File: config.mk
export PLATFORM = sky130hd
export DESIGN_NAME = riscv_mc_sequencer
export DESIGN_NICKNAME = d
export VERILOG_FILES = /design/src/rtl/riscv_mc_sequencer.sv
export SDC_FILE = /design/constraint.sdc
export NUM_CORES = 1
export LEC_CHECK = 0
export ABC_AREA = 1
export BUFFER_PORTS_ARGS = -buffer_cell sky130_fd_sc_hd__buf_4
export CAP_MARGIN = 30
export CORE_ASPECT_RATIO = 1.4
export CORE_UTILIZATION = 50
export CTS_BUF_LIST = sky130_fd_sc_hd__clkbuf_4
export DETAILED_ROUTE_END_ITERATION = 10
export HOLD_SLACK_MARGIN = 0.15
export MAX_ROUTING_LAYER = met4
export PLACE_DENSITY = 0.89
export SLEW_MARGIN = 20
export SYNTH_ARGS = -nofsm -noshare
export SYNTH_HDL_FRONTEND = slang
export SYNTH_SLANG_ARGS = --single-unit
File: constraint.sdc
create_clock -name i_CLK -period 3.4 [get_ports i_CLK]
set_input_delay 0.17 -clock i_CLK [delete_from_list [all_inputs] [get_ports i_CLK]]
set_output_delay 0.17 -clock i_CLK [all_outputs]
set_load 0.01 [all_outputs]
File: src/rtl/riscv_mc_sequencer.sv
// Multi-cycle control sequencer: fetches one instruction over a req/ack
// handshake, then steps DECODE -> EXECUTE -> WRITEBACK. It gates the
// register-file write strobe, advances the PC, traps illegal opcodes, retries
// fetches that time out, honours halt at instruction boundaries and counts
// retired instructions.
module riscv_mc_sequencer #(
    parameter int unsigned          BUS_WIDTH     = 32,
    parameter logic [BUS_WIDTH-1:0] RESET_PC      = '0,
    parameter int unsigned          FETCH_TIMEOUT = 16
) (
    input  logic                 i_CLK,
    input  logic                 i_RST,
    input  logic                 i_HALT,
    output logic                 o_IMEM_REQ,
    output logic [BUS_WIDTH-1:0] o_IMEM_ADDR,
    input  logic                 i_IMEM_ACK,
    input  logic [BUS_WIDTH-1:0] i_IMEM_DATA,
    output logic [BUS_WIDTH-1:0] o_INST,
    input  logic                 i_DEC_REGWR,
    output logic                 o_REG_WE,
    output logic [BUS_WIDTH-1:0] o_PC,
    output logic                 o_ILLEGAL,
    output logic                 o_FETCH_ERR,
    output logic                 o_HALTED,
    output logic [31:0]          o_INSTRET
);

    // Counter only has to hold 0 .. FETCH_TIMEOUT-1 (FETCH_TIMEOUT >= 2).
    localparam int                   CNT_W    = $clog2(FETCH_TIMEOUT);
    localparam logic [CNT_W-1:0]     CNT_LAST = CNT_W'(FETCH_TIMEOUT - 1);
    localparam logic [BUS_WIDTH-1:0] NOP_INST = BUS_WIDTH'(32'h0000_0013);
    localparam logic [BUS_WIDTH-1:0] PC_STEP  = BUS_WIDTH'(4);

    typedef enum logic [2:0] {
        S_HALT,
        S_FETCH,
        S_GAP,
        S_DECODE,
        S_EXECUTE,
        S_WRITEBACK
    } state_t;

    state_t               state_q,   state_d;
    logic [BUS_WIDTH-1:0] pc_q,      pc_d;
    logic [BUS_WIDTH-1:0] inst_q,    inst_d;
    logic [31:0]          instret_q, instret_d;
    logic [CNT_W-1:0]     cnt_q,     cnt_d;

    logic imem_req;
    logic reg_we;
    logic illegal;
    logic fetch_err;
    logic halted;

    // Only R-type and I-type ALU operations are executed by this core.
    function automatic logic is_legal_op(input logic [6:0] opcode);
        return (opcode == 7'b0110011) || (opcode == 7'b0010011);
    endfunction

    // State register; reset parks the sequencer in HALT with a NOP loaded.
    always_ff @(posedge i_CLK or posedge i_RST) begin
        if (i_RST) begin
            state_q   <= S_HALT;
            pc_q      <= RESET_PC;
            inst_q    <= NOP_INST;
            instret_q <= 32'd0;
            cnt_q     <= '0;
        end else begin
            state_q   <= state_d;
            pc_q      <= pc_d;
            inst_q    <= inst_d;
            instret_q <= instret_d;
            cnt_q     <= cnt_d;
        end
    end

    // Next-state and output decode; strobes are combinational so they fall
    // immediately when reset forces the state back to HALT.
    always_comb begin
        state_d   = state_q;
        pc_d      = pc_q;
        inst_d    = inst_q;
        instret_d = instret_q;
        cnt_d     = cnt_q;
        imem_req  = 1'b0;
        reg_we    = 1'b0;
        illegal   = 1'b0;
        fetch_err = 1'b0;
        halted    = 1'b0;

        case (state_q)
            S_HALT: begin
                halted = 1'b1;
                if (!i_HALT) begin
                    state_d = S_FETCH;
                end
            end

            S_FETCH: begin
                imem_req = 1'b1;
                // An ack in the timeout cycle takes priority over the error.
                if (i_IMEM_ACK) begin
                    inst_d  = i_IMEM_DATA;
                    cnt_d   = '0;
                    state_d = S_DECODE;
                end else if (cnt_q == CNT_LAST) begin
                    fetch_err = 1'b1;
                    cnt_d     = '0;
                    state_d   = S_GAP;
                end else begin
                    cnt_d = cnt_q + 1'b1;
                end
            end

            // Drops the request for one cycle so a retry is a fresh request.
            S_GAP: begin
                state_d = S_FETCH;
            end

            S_DECODE: begin
                if (is_legal_op(inst_q[6:0])) begin
                    state_d = S_EXECUTE;
                end else begin
                    // Trap: skip the instruction without writing or retiring.
                    illegal = 1'b1;
                    pc_d    = pc_q + PC_STEP;
                    state_d = i_HALT ? S_HALT : S_FETCH;
                end
            end

            S_EXECUTE: begin
                state_d = S_WRITEBACK;
            end

            S_WRITEBACK: begin
                reg_we    = i_DEC_REGWR;
                pc_d      = pc_q + PC_STEP;
                instret_d = instret_q + 32'd1;
                state_d   = i_HALT ? S_HALT : S_FETCH;
            end

            default: begin
                state_d = S_HALT;
            end
        endcase
    end

    assign o_IMEM_REQ  = imem_req;
    assign o_IMEM_ADDR = pc_q;
    assign o_INST      = inst_q;
    assign o_REG_WE    = reg_we;
    assign o_PC        = pc_q;
    assign o_ILLEGAL   = illegal;
    assign o_FETCH_ERR = fetch_err;
    assign o_HALTED    = halted;
    assign o_INSTRET   = instret_q;

endmodule

==> impl_metrics.yaml <==
sta:
  finalWorstSetupSlack_ns: 1.05
  setup_viol: 0
  finalSetupTns_ns: 0
  skew_ns: 0.0283
  hold_ws_ns: 0.234
  fin_crit_ns: 2.35
  final_hold_viol_count: 0
  grt_setup_unrepaired: "no"
  slew_viol_final: 0
  relSlewSlack_pct: 62.1
  min_period_over_period_pct: 69.1
  fmaxAchievable_ghz: 0.426
  worst_slew_pin_slew_ns: 0.567
drt:
  drt_iter0_drc: 297
  firstDrtPassIters: 5
  ant_nets: 0
  finalWirelength_mm: 15.4
  wl_per_cell_um: 13.8
  drc_errors: 0
  vias: 5534
  viasPerCell: 4.97
power_and_ir_drop:
  vdd_drop_max_uv: 382
  power_density_nw_per_um2: 508
  comb_power_share_pct: 34.2
  p_seq_share_pct: 44.3
  p_leak_nw: 3.89
  clock_power_share_pct: 21.5
  p_total_mw: 3.73
  intPower_mw: 2.37
  power.switching_mw: 1.36
  switching_share_pct: 36.5
finish:
  drive_gt1_share_pct: 21.8
  final_common_cell: "nand2_1"
  final_cell_mix: "nand2_1 (374), buf_4 (167), dfrtp_1 (98)"
  final.fill_count: 858
  final_cell_count_no_fill: 1113
  areaGrowthSynthToFinish_pct: 29.1
  postLayoutCoreUtil_pct: 66.8
  final_nets: 1006
  design_area_um2: 7340
synthesis:
  synthCells: 796
  ys_warn_count: 0
  ys_seq_area_share_pct: 44.5
  synth_top_area_cell: "dfrtp_1"
  synthesis.area_um2: 5690
  avgSynthCellArea_um2: 7.14
  ys_types: 27
  synthTopCellsByArea: "dfrtp_1 (43%), nand2_1 (25%), nor2_1 (5.8%), buf_4 (4.8%), inv_1 (4.2%)"
  synth_seq_cells: 101
  synth_top_area_share_pct: 43.1
placed_design:
  place_ws_ns: 1.09
  io_buffers: 165
  dp.cells: 1061
  gpl.final_weighted_congestion: 0.936
  placed_cell_area_um2: 6800
  hpwl_mm: 10.6
die:
  die_w_um: 92.1
  core_region_area_um2: 11000
  rows: 45
  io_pins: 170
  start_util_pct: 51.8
  die_h_um: 128
  die_area_um2: 11800
clocking:
  cts.hold.buffers_added: 35
  cts.sinks: 101
  htreeDepth: 3
  cts_made_buffers: 9
  post-cts-setup-buffers: 0
  cts_tree: "done"
  root_buffer: "clkbuf_4"
  post_cts_resized: 0
  clock_latency_ns: 0.48
  ctsLongestPathBuffers: 2
  path_clk_slew_ns: 0.18
worst_setup_path:
  cp.required_ns: 3.74
  cpMaxStageDelayCell: "dfstp_2"
  worstPathArrival_ns: 2.69
  r2r_slack_ns: 1.05
  crit_fanout: 31
  crit_chain: "inv_1 -> nor3_1 -> nand3_2 -> nand2_2 -> inv_2 -> o21ai_0 -> o21ai_1"
  path_class: "flip-flop to flip-flop"
  end_kind: "flip-flop"
  r2r.worst_path.cells: 7
  critPathLaunchType: "flip-flop"
  crit_path_max_incr_delay_ns: 0.57
  reg2reg_to: "o_IMEM_ADDR[8]"
  r2r-start: "o_INST[4]"
global_route:
  grt_overflow: 0
  grt_pass1_vias: 5271
  antenna_found_initial: 1
  grt_pass1_wl_mm: 24.6
  grt_use_total_pct: 27.3
  grt_start_max_net_pins: 50
flow_run:
  cap_violations: 0
min_path:
  hold_class: "input pin to asynchronous set/reset pin"
run_status:
  status: "finished, final reports clean"
==> worst max-delay path by stage <==
stage	from	to	cells past startpoint
final	o_INST[4]	o_IMEM_ADDR[8]	7
after global routing	o_INST[4]	o_IMEM_ADDR[8]	7
after CTS	o_INST[4]	o_IMEM_ADDR[8]	7
after detailed placement	o_INST[4]	o_IMEM_ADDR[8]	7
after global placement	o_INST[4]	o_IMEM_ADDR[8]	7
after floorplan	i_RST	cnt_q[0]	1
==> synth_stat cells, drive strengths merged <==
cell type    n
buf         47
dfrtp       98
nand3b       4
nor3         7
inv         70
o21ai       11
ha           3
nand2      381
xnor2        8
dfstp        3
nor2        97
and3         1
conb         1
xor2        20
nand4        2
a21oi        3
nand3       40
==> cells by family (layout without fill, tap and decap cells) <==
| kind of cell | after synthesis | in the layout | synth area share, % |
|---|---|---|---|
| adder cells (fa/ha/maj) | 3 | 3 | 0.660 |
| flip-flops | 101 | 101 | 44.5 |
| AO/OA/AOI/OAI | 14 | 14 | 1.23 |
| AND/OR/NAND/NOR | 532 | 532 | 38.3 |
| other | 1 | 5 | 0.0660 |
| buffers and inverters | 117 | 289 | 10.9 |
| XOR/XNOR | 28 | 28 | 4.31 |
==> final cells by class <==
cell class,instances,area (um^2),area share (%)
Antenna cell,1,2.50,0.0341
Clock buffer,10,75.1,1.02
Clock inverter,6,111,1.52
Inverter,70,265,3.61
Multi-Input combinational cell,581,2550,34.7
Sequential cell,101,2530,34.5
Tap cell,141,176,2.40
Timing Repair Buffer,203,1630,22.2
==> metal layers <==
metal | vias to the layer above | GRT usage, % | wire (um)
li1 | 2720 | - | -
met1 | 2539 | 29.7 | 5930
met2 | 237 | 47.7 | 7870
met3 | 38 | 6.35 | 1060
met4 | 0 | 11.6 | 488
met5 | - | - | 0
==> power by group through the flow <==
stage	logic [mW]	registers (mW)	clock network [mW]
6_report	1.28	1.65	0.802
5_1_grt	1.40	1.68	0.857
4_1_cts	1.24	1.64	0.804
3_5_place_dp	1.21	1.65	0
3_3_place_gp	1.17	1.65	0
2_1_floorplan	0.625	1.73	0
==> registers in the layout (all words and copies together) (netlist names) <==
register	cells
o_INSTRET	32
cnt_q	4
state_q	3
o_INST	32
o_IMEM_ADDR	30
==> critical path: cells and delay by family (launching register included) <==
kind,cells,cell delay (ns)
flip-flops,1,0.57
AND/OR/NAND/NOR,3,0.93
AO/OA/AOI/OAI,2,0.28
buffers and inverters,2,0.42
Note: power is estimated with default switching activity, not from simulation.
